## src/rtl/clk_div_pkg.sv

```systemverilog
// clk_div_pkg: shared definitions for the clock divider.
//   state_t  : divider run state (IDLE, RUN, DRAIN)
//   DIV_MIN  : smallest divisor the block will accept
//   half_up  : ceil(n/2), used for the high portion of div_clk
package clk_div_pkg;

    typedef enum logic [1:0] {
        IDLE,
        RUN,
        DRAIN
    } state_t;

    localparam int unsigned DIV_MIN = 2;

    // Computed one bit wider than the operand so that the largest divisor
    // value does not overflow when 1 is added.
    function automatic logic [32:0] half_up(input logic [31:0] n);
        return ({1'b0, n} + 33'd1) >> 1;
    endfunction

endpackage

```

## src/rtl/clk_div_gen.sv

```systemverilog
// clk_div_gen: divided clock-enable tick and glitch-free divided clock.
//
// Ports:
//   clk        in   fast clock, the only clock
//   reset      in   asynchronous, active-high reset
//   en         in   run request (level)
//   cfg_valid  in   new divisor offered
//   cfg_div    in   offered divisor (DIV_W bits)
//   cfg_ready  out  a divisor can be accepted (no divisor pending)
//   cfg_err    out  one-cycle pulse when a divisor below DIV_MIN is rejected
//   div_clk    out  divided clock, high for ceil(N/2) of every N cycles
//   tick       out  one-cycle pulse at the start of each divided period
//   tick_count out  number of ticks issued, wraps (CNT_W bits)
//   running    out  a divided period is in progress
module clk_div_gen
    import clk_div_pkg::*;
#(
    parameter int unsigned DIV_W       = 16,
    parameter int unsigned DEFAULT_DIV = 4,
    parameter int unsigned CNT_W       = 32
) (
    input  logic             clk,
    input  logic             reset,
    input  logic             en,
    input  logic             cfg_valid,
    input  logic [DIV_W-1:0] cfg_div,
    output logic             cfg_ready,
    output logic             cfg_err,
    output logic             div_clk,
    output logic             tick,
    output logic [CNT_W-1:0] tick_count,
    output logic             running
);

    state_t           state_q, state_d;
    logic [DIV_W-1:0] phase_q, phase_d;
    logic [DIV_W-1:0] n_q, n_d;
    logic [DIV_W-1:0] pend_div_q;
    logic             pend_q;
    logic             at_wrap;
    logic             apply_pend;
    logic             cfg_fire;
    logic             cfg_bad;
    logic             tick_d;
    logic             div_clk_d;
    logic             running_d;

    assign cfg_ready  = ~pend_q;
    assign cfg_fire   = cfg_valid & ~pend_q;
    assign cfg_bad    = (cfg_div < DIV_W'(DIV_MIN));
    assign at_wrap    = (state_q != IDLE) && (phase_q == n_q - DIV_W'(1));
    // A pending divisor only replaces N between periods, so a period is never
    // stretched or cut short by reprogramming.
    assign apply_pend = pend_q && ((state_q == IDLE) || at_wrap);
    assign n_d        = apply_pend ? pend_div_q : n_q;

    // State and registered outputs.
    always_ff @(posedge clk or posedge reset) begin
        if (reset) begin
            state_q    <= IDLE;
            phase_q    <= '0;
            n_q        <= DIV_W'(DEFAULT_DIV);
            pend_q     <= 1'b0;
            pend_div_q <= '0;
            tick       <= 1'b0;
            div_clk    <= 1'b0;
            running    <= 1'b0;
            tick_count <= '0;
            cfg_err    <= 1'b0;
        end else begin
            state_q <= state_d;
            phase_q <= phase_d;
            n_q     <= n_d;
            tick    <= tick_d;
            div_clk <= div_clk_d;
            running <= running_d;
            cfg_err <= cfg_fire & cfg_bad;
            if (tick_d) begin
                tick_count <= tick_count + CNT_W'(1);
            end
            if (apply_pend) begin
                pend_q <= 1'b0;
            end
            if (cfg_fire && !cfg_bad) begin
                pend_q     <= 1'b1;
                pend_div_q <= cfg_div;
            end
        end
    end

    // Next state and phase. Dropping en only ends the run at a period
    // boundary; raising it again during DRAIN simply continues the period.
    always_comb begin
        state_d = state_q;
        phase_d = phase_q;
        case (state_q)
            IDLE: begin
                phase_d = '0;
                if (en) begin
                    state_d = RUN;
                end
            end
            RUN, DRAIN: begin
                if (at_wrap) begin
                    phase_d = '0;
                    state_d = en ? RUN : IDLE;
                end else begin
                    phase_d = phase_q + DIV_W'(1);
                    state_d = en ? RUN : DRAIN;
                end
            end
            default: begin
                state_d = IDLE;
                phase_d = '0;
            end
        endcase
    end

    // Outputs are decoded from the next phase so they can be registered and
    // still line up with the phase they describe.
    always_comb begin
        tick_d    = 1'b0;
        div_clk_d = 1'b0;
        running_d = 1'b0;
        if (state_d != IDLE) begin
            running_d = 1'b1;
            tick_d    = (phase_d == '0);
            div_clk_d = ({1'b0, 32'(phase_d)} < half_up(32'(n_d)));
        end
    end

endmodule

```

## config.mk

```make
export PLATFORM = sky130hd
export DESIGN_NAME = clk_div_gen
export DESIGN_NICKNAME = d
export VERILOG_FILES = /design/src/rtl/clk_div_pkg.sv /design/src/rtl/clk_div_gen.sv
export SDC_FILE = /design/constraint.sdc
export NUM_CORES = 1
export LEC_CHECK = 0
export CORE_AREA = 2 2 93 163
export CTS_CLUSTER_DIAMETER = 50
export DETAILED_ROUTE_END_ITERATION = 10
export DIE_AREA = 0 0 95 165
export HOLD_SLACK_MARGIN = 0.08
export PLACE_DENSITY_LB_ADDON = 0.2
export SYNTH_ARGS = -nofsm -noshare
export SYNTH_HDL_FRONTEND = slang
export SYNTH_SLANG_ARGS = --single-unit
```

## constraint.sdc

```tcl
create_clock -name clk -period 7.4 [get_ports clk]
set_clock_uncertainty 0.05 [all_clocks]
set_input_delay 1.48 -clock clk [delete_from_list [all_inputs] [get_ports clk]]
set_output_delay 1.48 -clock clk [all_outputs]
set_load 0.05 [all_outputs]
```

==> reports/qor.yml <==
worst_hold_path:
  hold_path.class: "flip-flop to flip-flop"
  worstHoldPathCells: 1
  min_from: "tick_count[21]"
  min_to: "tick_count[21]"
critical_path:
  start_kind: "flip-flop"
  critPathKind: "flip-flop to flip-flop"
  reg2reg_setup_slack_ns: 1.58
  worstRegToRegCells: 23
  end_kind: "flip-flop"
  arrival_ns: 6.02
  cp_max_fo: 41
  cp.required_ns: 7.59
  r2r-start: "n_q[1]"
  reg2reg_to: "div_clk"
cts:
  cts.clk_slew.worst_paths_ns: 0.07
  clock_sinks: 87
  holdBufCountCts: 0
  cts_made_buffers: 9
  htreeDepth: 3
  cts_buffer_depth: 2
  cts_tree: "built"
  insertion_delay_ns: 0.35
  cts-root-buf: "clkbuf_16"
  cts_setup_buffers: 0
  cts_resized: 0
routing:
  wl_met1_mm: 5.21
  drt-vias-per-instance: 5.49
  wl_met2_mm: 8.11
  ant_nets: 0
  dr.pass1.iters: 4
  wl_per_cell_um: 18.4
  maxUsedRoutingLayer: "met4"
  drc: 0
  drt_iter0_drc: 264
  wirelength_mm: 14.4
  wl_met3_um: 521
  vias: 4288
synthesis:
  synth.net_count: 597
  ys_seq_area_frac: 0.404
  syn_area_per_cell_um2: 9.69
  synth_cells: 556
  synth.top_cells.by_area: "dfrtp_1 40%, xnor2_1 7.8%, mux2_2 6.3%"
  synth_top_flop_cell: "dfrtp_1"
  synth-seq-cells: 87
  mappedNetlistArea_um2: 5390
  ys_warn_count: 0
  synth_top_area_cell: "dfrtp_1"
  synth_edf_count: 0
  synth_cell_types: 66
  synth_top_area_share: 0.400
  async_reset_ff_frac: 1.00
placement:
  port_buffers: 56
  postPlaceCellArea_um2: 6060
  place_congestion: 0.886
  dp_hpwl_mm: 11.2
  dp.cells: 766
finish:
  post-route-util: 0.448
  design_area_um2: 6410
  final_common_cell: "dfrtp_1"
  diodes: 0
  drive_gt1_frac: 0.116
  layout_common_cells: "86 x dfrtp_1, 56 x clkdlybuf4s50_1, 48 x nor2_1, 48 x xnor2_1, 40 x nand3_1"
  areaGrowthSynthToFinish_pct: 18.9
  finalNonFillerCells: 781
  num-nets-final: 638
timing:
  slew-limit-headroom: 0.337
  drv_slew: 0
  rsz0062_at_grt: "false"
  timing.hold.ws_ns: 0.429
  fin_crit_ns: 5.82
  hold_viol: 0
  max_freq_ghz: 0.172
  setup_viol: 0
  fin_tns_setup_ns: 0
  fin_crit_sh: 0.787
  worst_pin_slew_ns: 0.991
global_route:
  grt_pass1_vias: 4663
  grt.total_usage: 0.198
  grt_overflow: 0
  grt_pass1_wl_mm: 23.8
  grt_start_max_net_pins: 66
  antenna_found_initial: 0
die:
  die_area_um2: 15700
  core.rowCount: 58
  fp.dieW_um: 95
  initial_core_util: 0.377
  io_pins: 57
  die_h_um: 165
  coreArea_um2: 14300
power_and_ir_drop:
  power_density_nw_per_um2: 371
  peakVddDrop_mv: 0.193
  p_leak_uw: 0.00260
run_status:
  status: "complete, no violations"
run:
  maxCapViolations: 0
-- worst max-delay path by stage --
stage          startpoint      end  slack, ns  cells past startpoint
6_report           n_q[1]  div_clk       1.58                     23
3_5_place_dp       n_q[1]  div_clk       1.59                     23
3_3_place_gp       n_q[0]  div_clk       1.83                     25
5_1_grt            n_q[1]  div_clk       1.03                     23
2_1_floorplan      n_q[0]  div_clk       2.20                     26
4_1_cts            n_q[1]  div_clk       1.57                     23
-- Yosys cell counts, drive strengths merged (9+ instances only) --
cell,n
a21oi,9
o21ai,20
nor2,50
nand2,33
nand4,25
buf,10
ha,21
dfrtp,86
mux2,30
nor4,16
xnor2,48
and3,14
nor3,17
inv,24
nand3,41
clkbuf,18
xor2,30
-- routing by layer --
metal / up-vias / track usage
li1: 2064 / -
met1: 2085 / 0.202
met2: 108 / 0.382
met3: 31 / 0.0333
met4: 0 / 0.0903
met5: - / 0
-- state kept, by name, summed over array words and instances, names as in the netlist --
register / cells
tick_count: 32
n_q: 16
pend_div_q: 16
phase_q: 16
state_q: 2
cfg_err: 1
div_clk: 1
pend_q: 1
running: 1
tick: 1
-- critical path: stages (launching register included) --
cell	delay, ns
dfrtp_1	0.42
nor3_1	0.81
nand4b_1	0.26
xnor2_1	0.21
a2111oi_1	0.45
o2111a_1	0.29
o21ai_2	0.06
buf_4	0.27
mux2_2	0.29
ha_1	0.24
nand4_1	0.20
nor3_1	0.42
nand3_1	0.12
o21ai_0	0.12
xnor2_1	0.15
ha_1	0.26
a21o_1	0.16
a21oi_1	0.15
nor2b_1	0.06
o21ai_0	0.16
nand2b_1	0.07
a21oi_1	0.13
o21ai_0	0.10
a311oi_1	0.25
-- power breakdown --
part | switching, uW | leakage, uW | internal (uW)
clock | 196 | 0.000164 | 332
combinational | 638 | 0.00133 | 405
sequential | 197 | 0.00111 | 609
-- cell type report --
class	count	area, um2
inverters	24	91.3
fillers	1368	7890
flip-flops and latches	87	2180
clock buffers	9	225
repair buffers	58	576
well taps	180	225
multi-input cells	417	2990
clock inverters	6	118
-- stage by stage --
step / worst slack, ns / power, uW
3_3_place_gp: 1.83 / 1840
2_1_floorplan: 2.20 / 1570
4_1_cts: 1.57 / 2400
6_report: 1.58 / 2380
5_1_grt: 1.03 / 2530
3_5_place_dp: 1.59 / 1860
-- cell families after synthesis --
kind of cell,count (synthesis),synth area share
compound gates,60,0.0822
xor+xnor,78,0.127
fa+ha+maj,21,0.0488
buf+inv,52,0.0409
flops,87,0.404
mux,35,0.0720
simple gates,223,0.225
(Power assumes the default switching activity.)
